### config.mk
export PLATFORM = sky130hd
export DESIGN_NAME = input_debounce
export DESIGN_NICKNAME = d
export VERILOG_FILES = /design/src/rtl/input_debounce.sv
export SDC_FILE = /design/constraint.sdc
export NUM_CORES = 1
export LEC_CHECK = 0
export BUFFER_PORTS_ARGS = -buffer_cell sky130_fd_sc_hd__buf_2
export CORE_MARGIN = 1.5
export CORE_UTILIZATION = 54
export CTS_CLUSTER_SIZE = 12
export DETAILED_ROUTE_END_ITERATION = 16
export PLACE_DENSITY = 0.75
export SYNTH_ARGS = -nofsm -noshare
export SYNTH_HDL_FRONTEND = slang
export SYNTH_SLANG_ARGS = --single-unit
### constraint.sdc
create_clock -name clk -period 2.45 [get_ports clk]
set_clock_uncertainty 0.2 [all_clocks]
set_input_delay 0.1225 -clock clk [delete_from_list [all_inputs] [get_ports clk]]
set_output_delay 0.1225 -clock clk [all_outputs]
set_load 0.03 [all_outputs]
### src/rtl/input_debounce.sv
// ============================================================================
// Module      : input_debounce
// Description : Multi-channel switch/button debouncer with clean level and
//               rise/fall pulses. Optional auto-repeat: DB_REPEAT_EN.
// Revision    : 1.0 - initial release
// ============================================================================
`default_nettype none

module input_debounce #(
    parameter int N_CH       = 2,
    parameter int DB_CYCLES  = 1000000,
    parameter int CNT_W      = 20,
    parameter int RPT_DELAY  = 50000000,
    parameter int RPT_PERIOD = 20000000
) (
    input  logic            clk,
    input  logic            reset,
    input  logic [N_CH-1:0] raw_in,
    output logic [N_CH-1:0] db_out,
    output logic [N_CH-1:0] db_rise,
    output logic [N_CH-1:0] db_fall,
    output logic [N_CH-1:0] db_rpt
);

    localparam logic [0:0]       c_stable  = 1'b0;
    localparam logic [0:0]       c_pending = 1'b1;
    localparam logic [CNT_W-1:0] c_accept  = CNT_W'(DB_CYCLES - 1);
    localparam logic [CNT_W-1:0] c_one     = CNT_W'(1);

`ifdef DB_REPEAT_EN
    localparam logic [CNT_W-1:0] c_rpt_delay  = CNT_W'(RPT_DELAY - 1);
    localparam logic [CNT_W-1:0] c_rpt_period = CNT_W'(RPT_PERIOD - 1);
`else
    // Repeat timing is unused here; only the sanity of the values gates the tie-off.
    localparam logic c_rpt_cfg_ok = (RPT_DELAY > 0) && (RPT_PERIOD > 0);
`endif

    for (genvar i = 0; i < N_CH; i++) begin : g_ch
        logic             r_s1;
        logic             r_s2;
        logic [0:0]       r_state;
        logic [CNT_W-1:0] r_cnt;
        logic             r_out;
        logic             r_rise;
        logic             r_fall;
        logic             w_diff;
        logic             w_accept;

        assign w_diff   = r_s2 ^ r_out;
        assign w_accept = (r_state == c_pending) && w_diff && (r_cnt == c_accept);

        // The first mismatch cycle is counted on entry to PENDING, so the
        // accept edge lands DB_CYCLES mismatch cycles after s2 changes.
        always_ff @(posedge clk or posedge reset) begin
            if (reset) begin
                r_s1    <= 1'b0;
                r_s2    <= 1'b0;
                r_state <= c_stable;
                r_cnt   <= '0;
                r_out   <= 1'b0;
                r_rise  <= 1'b0;
                r_fall  <= 1'b0;
            end else begin
                r_s1   <= raw_in[i];
                r_s2   <= r_s1;
                r_rise <= 1'b0;
                r_fall <= 1'b0;
                case (r_state)
                    c_stable: begin
                        if (w_diff) begin
                            r_state <= c_pending;
                            r_cnt   <= c_one;
                        end else begin
                            r_cnt <= '0;
                        end
                    end
                    default: begin
                        if (!w_diff) begin
                            r_state <= c_stable;
                            r_cnt   <= '0;
                        end else if (w_accept) begin
                            r_out   <= r_s2;
                            r_rise  <= r_s2;
                            r_fall  <= ~r_s2;
                            r_state <= c_stable;
                            r_cnt   <= '0;
                        end else begin
                            r_cnt <= r_cnt + c_one;
                        end
                    end
                endcase
            end
        end

        assign db_out[i]  = r_out;
        assign db_rise[i] = r_rise;
        assign db_fall[i] = r_fall;

`ifdef DB_REPEAT_EN
        logic [CNT_W-1:0] r_hold;
        logic             r_first_done;
        logic             r_rpt;

        // An accept while db_out is high is a fall: clear before any pulse.
        always_ff @(posedge clk or posedge reset) begin
            if (reset) begin
                r_hold       <= '0;
                r_first_done <= 1'b0;
                r_rpt        <= 1'b0;
            end else begin
                r_rpt <= 1'b0;
                if (!r_out || w_accept) begin
                    r_hold       <= '0;
                    r_first_done <= 1'b0;
                end else if (!r_first_done && (r_hold == c_rpt_delay)) begin
                    r_rpt        <= 1'b1;
                    r_hold       <= '0;
                    r_first_done <= 1'b1;
                end else if (r_first_done && (r_hold == c_rpt_period)) begin
                    r_rpt  <= 1'b1;
                    r_hold <= '0;
                end else begin
                    r_hold <= r_hold + c_one;
                end
            end
        end

        assign db_rpt[i] = r_rpt;
`else
        assign db_rpt[i] = 1'b0 & c_rpt_cfg_ok;
`endif
    end

endmodule

`default_nettype wire

; ---- Yosys cells after proc, flatten, opt, wreduce, memory -nomap -nowiden
; Index checks and enable logic that the tools add are counted.
; Widths: inputs -> output; s select.
[classes]
addsub = 2
bitwise = 4
muxes = 28
eq_ne = 2
reduce_logical = 6
[ops]
columns = operator, n
row1 = $mux 20, 6
row2 = $add 20x1->20 const B, 2
row3 = $eq 20x20->1 const B, 2
row4 = $mux 1, 22
row5 = $reduce_and 3->1, 2
row6 = $logic_and 1x1->1, 4
row7 = $not 1->1, 2
row8 = $xor 1x1->1, 2
[totals]
out_inout_bits = 8
register_bits = 52
inputBits = 4
elab_cells = 56

; ---- Longest topological paths before layout
[depth]
word_depth = 6
mapped_depth = 6
mapped_depth_nobuf = 5

; ---- Worst setup path before layout
; No wires, ideal clock.
[synth_timing]
path_type = reg2reg
startpoint = register g_ch[0].r_cnt[10]
endpoint = register g_ch[0].r_out
synth_period_minus_slack_ns = 2.299
arrival_time_ns = 1.971
setup_slack_ns = 0.151
required_time_ns = 2.122
n_path_buf = 0
setup_time_ns = 0.128
path_stages_with_launch = 5
path_cell_list = dfrtp_1 -> or4b_1 -> or4_4 -> nor4_4 -> mux2_1
[synth_between]
elab_chain_len = 3
[synth_rtl]
columns = element, line
row1 = from (decl), 42  ; logic [CNT_W-1:0] r_cnt;
row2 = from (signal assigned), 72  ; r_cnt <= c_one;
row3 = from (signal assigned), 88  ; r_cnt <= r_cnt + c_one;
row4 = $eq 20x20->1, 50  ; assign w_accept = (r_state == c_pending) && w_diff && (r_cnt == c_accept);
row5 = $logic_and 1x1->1, 50
row6 = $reduce_and 3->1 (no line), --
row7 = to (signal assigned), 82  ; r_out <= r_s2;
row8 = to (decl), 43  ; logic r_out;
; Every way passes these cells.
; A chain may end at the register's enable or synchronous reset.

; ---- Final worst setup path
[layout_timing]
startpoint = register g_ch[0].r_cnt[11]
endpoint = register g_ch[0].r_out
; Same word-level chain as after synthesis.

==> results.cfg <==
[timing]
timing.slew.headroom_pct = 61.0
timing.final.hold_violations = 0
fin_ws_ps = 79.6
fmax_ghz = 0.422
setup_violations = 0
drv_slew = 0
tightest_slew_ps = 580
tns_ps = 0
fin_crit_sh_pct = 96.7
rsz0062_at_grt = false
layout_min_cycle_time_ps = 2370

[worst_setup_path]
cp.required_ps = 2440
cp.arrival_ps = 2360
crit_path_start_kind = flip-flop
cp_top_family = simple AND/OR/NAND/NOR gates
crit_chain = or4b_1, or4_4, nor4_4, mux2_1
critPathMaxFanout = 3
crit_buf_inv = 0
critical_path.max_stage_delay_ps = 600
endpoint_kind = flip-flop
path_class = flip-flop to flip-flop
critPathSlowestCell = or4_4

[floorplan]
core_um2 = 4380
ioPinCount = 12
rows = 24
die_x_um = 70.8
start_util_pct = 56.7
die_h_um = 70.8
dieArea_um2 = 5020

[finish]
n_antenna_cell = 0
multi_input_area_um2 = 1060
final_area_um2 = 2740
postLayoutCoreUtil_pct = 62.5
nets = 265
fillers = 367
layout.cells.non_filler = 312
area_growth_pct = 10.3
drive_gt1_share_pct = 13.8
seqCellArea_um2 = 1300

[synth]
synthCells = 241
yosys_warnings = 0
yosysSeqAreaShare_pct = 52.4
syn-cell-area_um2 = 2480
syn_area_per_cell_um2 = 10.3
ys_ff_latch = 52
ys_types = 38

[power_and_ir_drop]
peakVddDrop_mv = 0.338
cellPowerDensity_nw_per_um2 = 540
p_leak_nw = 1.10

[clocking]
cts.sinks = 52
root_buffer = clkbuf_8
cts_buffer_depth = 2
clk_pin_slew_ps = 90
cts_tree = done
cts_max_level = 2
cts_buffers = 5
clock_latency_ps = 300

[placed_design]
place_inst = 301
place_ws_ps = 86.6
dp_hpwl_mm = 2.99
portBuffers = 9
dpl_cell_area_um2 = 2620
gp_congestion = 0.769

[global_route]
grt_pass1_vias = 1702
grt_max_degree = 35
met2_usage_pct = 31.6
met3_usage_pct = 3.56
globalRoute.busiestLayer = met2
grt_use_total_pct = 18.6
antenna_found_initial = 0
grt.met1_usage_pct = 22.7
grt_overflow = 0
grt_pass1_wl_mm = 7.37

[worst_hold_path]
min_path_type = input pin to asynchronous set/reset pin

[routing]
dr.pass1.iters = 4
wl_per_cell_um = 14.0
totalWireLength_mm = 4.37
via_per_inst = 5.71
drc_errors = 0
vias = 1781
ant_nets = 0
first_iter_violations = 104

[job]
drv_cap = 0

[status]
status = finished clean
routing by layer:
layer	routed length, µm	vias up
li1	-	879
met1	1980	870
met2	2160	21
met3	108	11
met4	119	0
met5	0	-
repair_timing:
item	4_1_cts	5_1_grt
setup buffers	0	0
endpoints found under the setup margin	0	0
resized for setup	0	0
hold endpoints to repair	54	0
hold buffers	3	0
registers in the layout, indices dropped and copies added (netlist names):
signal	cells
g_ch.r_out	2
g_ch.r_s2	2
g_ch.r_rise	2
g_ch.r_fall	2
g_ch.r_state	2
g_ch.r_cnt	40
g_ch.r_s1	2
where the power goes:
part	switching (mW)	internal [mW]	total [mW]
Clock	0.267	0.230	0.497
Sequential	0.0155	0.874	0.890
Combinational	0.0582	0.0349	0.0931
Total	0.341	1.14	1.48
area by class of cell:
cell class | count | share of cell area (%)
Timing Repair Buffer | 24 | 6.94
Inverter | 8 | 1.10
Multi-Input combinational cell | 168 | 38.7
Tap cell | 52 | 2.37
Clock buffer | 7 | 3.15
Clock inverter | 1 | 0.274
Sequential cell | 52 | 47.5
stage by stage:
step | hold slack (ps) | power, mW
after floorplan | -46.1 | 0.973
after global placement | -72.9 | 0.995
after detailed placement | -69.1 | 0.998
after CTS | 150 | 1.50
after global routing | 169 | 1.53
final | 143 | 1.48
synth_stat cells:
cell | count | share of area (%)
and2_1 | 1 | 0.25
ha_1 | 2 | 1.0
o21ai_2 | 1 | 0.35
clkbuf_1 | 4 | 0.60
xor2_1 | 9 | 3.2
o22ai_1 | 2 | 0.50
conb_1 | 1 | 0.15
buf_4 | 8 | 2.4
and3_1 | 2 | 0.50
o31ai_4 | 1 | 0.86
or2_2 | 1 | 0.25
or4_4 | 1 | 0.45
nor4_4 | 1 | 0.86
o21bai_1 | 1 | 0.30
nand4_1 | 12 | 3.0
nor4_1 | 8 | 2.0
a31o_2 | 1 | 0.35
nand3_1 | 8 | 1.6
nor2_1 | 31 | 4.7
inv_1 | 8 | 1.2
nand2b_1 | 3 | 0.76
o21ai_0 | 7 | 1.4
o31ai_1 | 4 | 1.2
nand3_2 | 1 | 0.40
or3_1 | 6 | 1.5
nand4b_1 | 1 | 0.35
nand2_1 | 13 | 2.0
dfrtp_1 | 52 | 52
or4b_1 | 2 | 0.81
nor2b_1 | 3 | 0.76
buf_6 | 2 | 0.91
a21oi_1 | 10 | 2.0
nor3_1 | 6 | 1.2
nor4b_1 | 1 | 0.35
or4_1 | 4 | 1.2
mux2_1 | 1 | 0.45
and4_1 | 3 | 1.1
xnor2_1 | 19 | 6.7
worst register-to-register path, delay by kind of cell (launching register included):
kind          cells  cell delay, ps
mux               1             350
simple gates      3            1310
flops             1             410
path summary, 6_finish.rpt:
kind | start | to | slack (ps) | cells past startpoint
worst max-delay path | g_ch[0].r_cnt[11]$_DFF_PP0_ | g_ch[0].r_out$_DFFE_PP0P_ | 80 | 4
worst min-delay path | reset | g_ch[0].r_s1$_DFF_PP0_ | 140 | 3
worst max register to register | g_ch[0].r_cnt[11]$_DFF_PP0_ | g_ch[0].r_out$_DFFE_PP0P_ | 80 | 4
worst min register to register | g_ch[0].r_s1$_DFF_PP0_ | g_ch[0].r_s2$_DFF_PP0_ | 160 | 0
max in group asynchronous | reset | g_ch[1].r_cnt[18]$_DFF_PP0_ | 1400 | 4
min in group clk | g_ch[0].r_s1$_DFF_PP0_ | g_ch[0].r_s2$_DFF_PP0_ | 160 | 0
kinds of logic after synthesis:
kind of cell | Yosys count | share of synthesized area [%]
AOI/OAI and AO/OA | 27 | 7.00
xor gates and xnor gates | 28 | 9.87
adders and majority gates | 2 | 1.01
buffers and inverters | 22 | 5.14
DFF | 52 | 52.4
muxes | 1 | 0.453
other | 1 | 0.151
and+or+nand+nor | 108 | 24.0
cell usage in the layout (no fill, tap or decap), drive strengths merged, types with 2 or more instances in the layout:
cell,instances
a21oi,10
and3,2
and4,3
buf,21
clkbuf,7
conb,2
dfrtp,52
dlygate4sd3,3
ha,2
inv,8
nand2,13
nand2b,3
nand3,9
nand4,12
nor2,31
nor2b,3
nor3,6
nor4,9
o21ai,8
o22ai,2
o31ai,5
or3,6
or4,5
or4b,2
xnor2,19
xor2,9
No activity file was read; power rests on OpenSTA's default activity.
